## src/rtl/pixel_sink_if.sv

```systemverilog
// Pixel-write bus from the drawing blocks plus the framebuffer write port,
// bundled so the sink sees both sides of its datapath through one port.
interface pixel_sink_if #(
    parameter int ADDR_W = 15
);
    logic [10:0]       x_in;
    logic [10:0]       y_in;
    logic [2:0]        colour_in;
    logic              writeEn;
    logic [ADDR_W-1:0] mem_addr;
    logic [2:0]        mem_data;
    logic              mem_we;
    logic              mem_ready;

    // master: drawers + framebuffer side; slave: the pixel sink itself
    modport master (
        output x_in, y_in, colour_in, writeEn, mem_ready,
        input  mem_addr, mem_data, mem_we
    );
    modport slave (
        input  x_in, y_in, colour_in, writeEn, mem_ready,
        output mem_addr, mem_data, mem_we
    );
endinterface

```

## src/rtl/pixel_sink.sv

```systemverilog
// Clips drawer pixel writes, linearises (x,y) into a framebuffer address and
// buffers them in a small FIFO drained under a valid/ready handshake.
module pixel_sink #(
    parameter  int SCREEN_W   = 160,
    parameter  int SCREEN_H   = 120,
    parameter  int FIFO_DEPTH = 8,
    parameter  int ADDR_W     = 15,
    localparam int PTR_W      = $clog2(FIFO_DEPTH),
    localparam int LVL_W      = PTR_W + 1
) (
    input  logic             clock,
    input  logic             reset_n,
    pixel_sink_if.slave      pix,
    input  logic             clear_stats,
    output logic [LVL_W-1:0] fifo_level,
    output logic [7:0]       clipped_count,
    output logic [7:0]       overflow_count
);
    localparam logic [11:0]      W_LIM    = 12'(SCREEN_W);
    localparam logic [11:0]      H_LIM    = 12'(SCREEN_H);
    localparam logic [LVL_W-1:0] FULL_LVL = LVL_W'(FIFO_DEPTH);

    logic              stg_vld;
    logic [ADDR_W-1:0] stg_addr;
    logic [2:0]        stg_col;

    logic [ADDR_W-1:0] addr_mem [FIFO_DEPTH];
    logic [2:0]        col_mem  [FIFO_DEPTH];
    logic [PTR_W-1:0]  wr_ptr, rd_ptr;
    logic [LVL_W-1:0]  level;

    logic in_range, clip, pop, push, drop;

    assign in_range = ({1'b0, pix.x_in} < W_LIM) && ({1'b0, pix.y_in} < H_LIM);
    assign clip     = pix.writeEn && !in_range;
    assign pop      = pix.mem_we && pix.mem_ready;
    // a full FIFO still accepts when the head leaves on the same edge
    assign push     = stg_vld && ((level != FULL_LVL) || pop);
    assign drop     = stg_vld && !push;

    assign pix.mem_we   = (level != '0);
    assign pix.mem_addr = addr_mem[rd_ptr];
    assign pix.mem_data = col_mem[rd_ptr];
    assign fifo_level   = level;

    always_ff @(posedge clock or negedge reset_n) begin
        if (!reset_n) begin
            stg_vld  <= 1'b0;
            stg_addr <= '0;
            stg_col  <= '0;
        end else begin
            stg_vld <= pix.writeEn && in_range;
            if (pix.writeEn && in_range) begin
                stg_addr <= ADDR_W'(32'(pix.y_in) * 32'(SCREEN_W) + 32'(pix.x_in));
                stg_col  <= pix.colour_in;
            end
        end
    end

    always_ff @(posedge clock or negedge reset_n) begin
        if (!reset_n) begin
            wr_ptr <= '0;
            rd_ptr <= '0;
            level  <= '0;
            for (int i = 0; i < FIFO_DEPTH; i++) begin
                addr_mem[i] <= '0;
                col_mem[i]  <= '0;
            end
        end else begin
            if (push) begin
                addr_mem[wr_ptr] <= stg_addr;
                col_mem[wr_ptr]  <= stg_col;
                wr_ptr           <= wr_ptr + PTR_W'(1);
            end
            if (pop)
                rd_ptr <= rd_ptr + PTR_W'(1);
            case ({push, pop})
                2'b10:   level <= level + LVL_W'(1);
                2'b01:   level <= level - LVL_W'(1);
                default: level <= level;
            endcase
        end
    end

    // clear wins over a coincident increment; both counters stick at 255
    always_ff @(posedge clock or negedge reset_n) begin
        if (!reset_n) begin
            clipped_count  <= '0;
            overflow_count <= '0;
        end else if (clear_stats) begin
            clipped_count  <= '0;
            overflow_count <= '0;
        end else begin
            if (clip && clipped_count != 8'hFF)
                clipped_count <= clipped_count + 8'd1;
            if (drop && overflow_count != 8'hFF)
                overflow_count <= overflow_count + 8'd1;
        end
    end
endmodule

```

## src/flat_wrapper.sv

```systemverilog
// flat-port wrapper written by rule: the top's interface ports become plain ports
module pixel_sink_flat 
#(
    parameter  int SCREEN_W   = 160,
    parameter  int SCREEN_H   = 120,
    parameter  int FIFO_DEPTH = 8,
    parameter  int ADDR_W     = 15,
    localparam int PTR_W      = $clog2(FIFO_DEPTH),
    localparam int LVL_W      = PTR_W + 1
)
  (clock, reset_n, clear_stats, fifo_level, clipped_count, overflow_count, pix_x_in, pix_y_in, pix_colour_in, pix_writeEn, pix_mem_ready, pix_mem_addr, pix_mem_data, pix_mem_we);
  pixel_sink_if #(.ADDR_W(ADDR_W)) pix_i ();
  input  logic clock;
  input  logic reset_n;
  input  logic clear_stats;
  output logic [LVL_W-1:0] fifo_level;
  output logic [7:0] clipped_count;
  output logic [7:0] overflow_count;
  input wire logic [$bits(pix_i.x_in)-1:0] pix_x_in;
  input wire logic [$bits(pix_i.y_in)-1:0] pix_y_in;
  input wire logic [$bits(pix_i.colour_in)-1:0] pix_colour_in;
  input wire logic [$bits(pix_i.writeEn)-1:0] pix_writeEn;
  input wire logic [$bits(pix_i.mem_ready)-1:0] pix_mem_ready;
  output wire logic [$bits(pix_i.mem_addr)-1:0] pix_mem_addr;
  output wire logic [$bits(pix_i.mem_data)-1:0] pix_mem_data;
  output wire logic [$bits(pix_i.mem_we)-1:0] pix_mem_we;
  assign pix_i.x_in = pix_x_in;
  assign pix_i.y_in = pix_y_in;
  assign pix_i.colour_in = pix_colour_in;
  assign pix_i.writeEn = pix_writeEn;
  assign pix_i.mem_ready = pix_mem_ready;
  assign pix_mem_addr = pix_i.mem_addr;
  assign pix_mem_data = pix_i.mem_data;
  assign pix_mem_we = pix_i.mem_we;
  pixel_sink #(.SCREEN_W(SCREEN_W), .SCREEN_H(SCREEN_H), .FIFO_DEPTH(FIFO_DEPTH), .ADDR_W(ADDR_W)) u_core (.clock(clock), .reset_n(reset_n), .pix(pix_i), .clear_stats(clear_stats), .fifo_level(fifo_level), .clipped_count(clipped_count), .overflow_count(overflow_count));
endmodule
```

## config.mk

```make
export PLATFORM = sky130hd
export DESIGN_NAME = pixel_sink_flat
export DESIGN_NICKNAME = d
export VERILOG_FILES = /design/src/rtl/pixel_sink_if.sv /design/src/rtl/pixel_sink.sv /design/src/flat_wrapper.sv
export SDC_FILE = /design/constraint.sdc
export NUM_CORES = 1
export LEC_CHECK = 0
export BUFFER_PORTS_ARGS = -buffer_cell sky130_fd_sc_hd__clkbuf_2
export CORE_ASPECT_RATIO = 1.4
export CORE_MARGIN = 5
export CORE_UTILIZATION = 50
export DETAILED_ROUTE_END_ITERATION = 10
export PLACE_DENSITY = 0.75
export SLEW_MARGIN = 5
export SYNTH_ARGS = -nofsm -noshare
export SYNTH_HDL_FRONTEND = slang
export SYNTH_SLANG_ARGS = --single-unit
```

## constraint.sdc

```tcl
create_clock -name clock -period 5.79 [get_ports clock]
set_clock_uncertainty 0.2 [all_clocks]
set_input_delay 0.8685 -clock clock [delete_from_list [all_inputs] [get_ports clock]]
set_output_delay 0.8685 -clock clock [all_outputs]
set_load 0.01 [all_outputs]
```

==> results.py <==
metrics = {
    "outcome": {
        "status": "completed",
    },
    "sta": {
        "period_share_pct": 66.5,
        "period_needed_ns": 3.85,
        "finalHoldViolCount": 0,
        "setup_viol": 0,
        "final.setup.tns_ns": 0,
        "slew_headroom_pct": 17.6,
        "tightestPinTransition_ns": 1.24,
        "fmax_mhz": 260,
        "rsz0062_at_grt": "false",
        "slew_violations": 0,
    },
    "yosys": {
        "synth_top_area_share_pct": 51.6,
        "synth.largest_area_cell": "dfrtp_1",
        "syn_area_per_cell_um2": 14.6,
        "yosysMostFrequentCell": "dfrtp_1",
        "synth-edff-count": 0,
        "synthTopCellsByCount": "dfrtp_1 (189), mux2_2 (163), mux4_2 (36), ha_1 (26), nand2_1 (25)",
        "netlist_area_um2": 9170,
        "ys_seq_area_share_pct": 51.6,
        "synth_cell_type_count": 50,
        "syn-num-nets": 688,
        "synth_seq_cells": 189,
        "yosysWarnings": 0,
        "ys.flop_type": "dfrtp_1",
        "synthCells": 629,
        "synthArstFlopShare_pct": 100,
        "synth_area_leaders": "dfrtp_1 (52%), mux2_2 (20%), mux4_2 (8.8%), ha_1 (3.5%), xor2_1 (1.8%)",
    },
    "worst_setup_path": {
        "cpMaxStageDelayCell": "dfrtp_1",
        "crit_fanout": 26,
        "path_class": "reg2out",
        "slowest_delay_ns": 1.16,
        "arrival_ns": 2.78,
        "worstPathCellList": "buf_4, mux4_2, mux2_2, clkbuf_2",
        "required_ns": 4.72,
        "critPathLaunchType": "flip-flop",
        "reg2reg_slack_ns": 3.07,
        "critPathCaptureType": "output port",
    },
    "final_layout": {
        "seqCellArea_um2": 4730,
        "final_nets": 753,
        "n_antenna_cell": 0,
        "area_delta_synth_final_pct": 12.8,
        "finalNonFillerCells": 947,
        "multi_input_area_um2": 4240,
        "fillers": 1481,
        "drive_above_1_share_pct": 46.8,
    },
    "clocking": {
        "ctsResizeCount": 0,
        "path_clk_slew_ns": 0.07,
        "clock_latency_ns": 0.44,
        "cts.htree.levels": 4,
        "clockBufferDepth": 2,
        "cts.sinks": 189,
        "cts_buffers": 17,
        "cts_tree": "done",
        "holdBufCountCts": 0,
        "cts_setup_buffers": 0,
        "clock-root-buffer": "clkbuf_16",
    },
    "power": {
        "peakVddDrop_v": 0.000205,
        "p_sw_mw": 0.886,
        "clkPwrFrac_pct": 37.9,
        "power_mw": 3.22,
        "power_frac_comb_pct": 15.0,
        "p_per_area_nw_per_um2": 311,
        "swShare_pct": 27.6,
        "p_leak_nw": 5.18,
        "intPower_mw": 2.33,
        "pwr-share-seq_pct": 47.1,
    },
    "detailed_routing": {
        "wire_per_inst_um": 19.2,
        "drc": 0,
        "drt_iter0_drc": 283,
        "dr.pass1.iters": 4,
        "vias_per_cell": 5.59,
        "vias": 5296,
        "antenna_left": 0,
        "totalWireLength_um": 18200,
    },
    "grt": {
        "grt_pass1_wl_um": 31200,
        "grt_start_max_net_pins": 81,
        "antenna_found_initial": 0,
        "grt_pass1_vias": 5992,
        "grt_overflow": 0,
        "grt_usage_pct": 18.6,
    },
    "placement": {
        "post-dp-hpwl_um": 11800,
        "placed_cells": 915,
        "gp_congestion": 0.773,
        "io_buffers": 68,
    },
    "die": {
        "start_util_pct": 51.0,
        "io_pins": 69,
        "die-height_um": 170,
        "dieWidth_um": 124,
        "die_area_um2": 21200,
        "rows": 58,
        "core_um2": 18000,
    },
    "flow_run": {
        "cap_violations": 0,
    },
    "worst_hold_path": {
        "holdCritPathClass": "in2async",
    },
}
[power by group through the flow]
stage          Combinational, mW  Clock, mW  Sequential (mW)
4_1_cts                    0.497       1.25             1.52
2_1_floorplan              0.435          0             1.43
6_report                   0.483       1.22             1.52
3_3_place_gp               0.477          0             1.54
5_1_grt                    0.541       1.30             1.53
3_5_place_dp               0.495          0             1.54
[layer usage]
metal  vias up  track usage (%)  routed length (um)
met5         -                0                   0
met4         0             5.82                 285
met3        23             3.80                 632
met2       114             33.7                9670
met1      2719             22.3                7630
li1       2440                -                   -
[critical path: cells and delay by family, from the launching register on]
kind	cells	cell delay [ns]
muxes	2	0.62
buffers and inverters	2	0.54
DFF	1	1.16
[flip-flops by register name (all words and copies together) (netlist names)]
| name | count |
|---|---|
| u_core.stg_addr | 15 |
| u_core.stg_col | 3 |
| u_core.col_mem | 24 |
| u_core.fifo_level | 4 |
| u_core.stg_vld | 1 |
| u_core.clipped_count | 8 |
| u_core.overflow_count | 8 |
| u_core.addr_mem | 120 |
| u_core.rd_ptr | 3 |
| u_core.wr_ptr | 3 |
[placed cells by master, fill, tap and decap left out, types with 4 or more instances in the layout]
| master | instances |
|---|---|
| mux2_2 | 163 |
| a21o_1 | 4 |
| xnor2_1 | 15 |
| ha_1 | 26 |
| clkinv_4 | 4 |
| nor2_1 | 23 |
| inv_1 | 12 |
| buf_4 | 6 |
| nand4_1 | 9 |
| o21ai_0 | 15 |
| a21oi_1 | 5 |
| mux4_2 | 36 |
| and3_1 | 8 |
| clkbuf_2 | 67 |
| xor2_1 | 19 |
| clkbuf_16 | 17 |
| dfrtp_1 | 188 |
| nand2_1 | 25 |
| mux2_4 | 10 |
[cells by family after synthesis]
group           after synthesis  synth area share (%)
buf+inv                      41                  2.20
flops                       189                  51.6
fa+ha+maj                    29                  4.20
xor+xnor                     34                  3.25
compound gates               34                  2.36
simple gates                 90                  5.59
mux                         212                  30.8
[stage by stage]
| stage | worst slack, ns | utilization [%] | area, um^2 | hold slack [ns] |
|---|---|---|---|---|
| after detailed placement | 2.12 | 54.0 | 9720 | 0.290 |
| after global placement | 2.17 | 54.0 | 9720 | 0.282 |
| after CTS | 1.90 | 57.5 | 10300 | 0.273 |
| final | 1.94 | 57.5 | 10300 | 0.251 |
| after floorplan | 2.48 | - | 9170 | 0.274 |
| after global routing | 1.79 | 57.5 | 10300 | 0.293 |
[final timing paths]
| check | start | endpoint | cells after the start |
|---|---|---|---|
| max | u_core.rd_ptr[1] | pix_mem_addr[11] | 4 |
| min | reset_n | u_core.clipped_count[5] | 1 |
| max reg2reg | u_core.fifo_level[0] | u_core.addr_mem[107] | 7 |
| min reg2reg | u_core.addr_mem[23] | u_core.addr_mem[23] | 1 |
| max in group asynchronous | reset_n | u_core.col_mem[13] | 2 |
| min in group clock | u_core.addr_mem[23] | u_core.addr_mem[23] | 1 |
[area by class of cell]
| type | instances | share of cell area (%) |
|---|---|---|
| flip-flops and latches | 189 | 45.7 |
| multi-input cells | 399 | 41.0 |
| clock buffers | 20 | 4.51 |
| repair buffers | 74 | 3.79 |
| well taps | 240 | 2.90 |
| clock inverters | 12 | 1.56 |
| inverters | 13 | 0.544 |
Note: power is estimated with default switching activity, not from simulation.
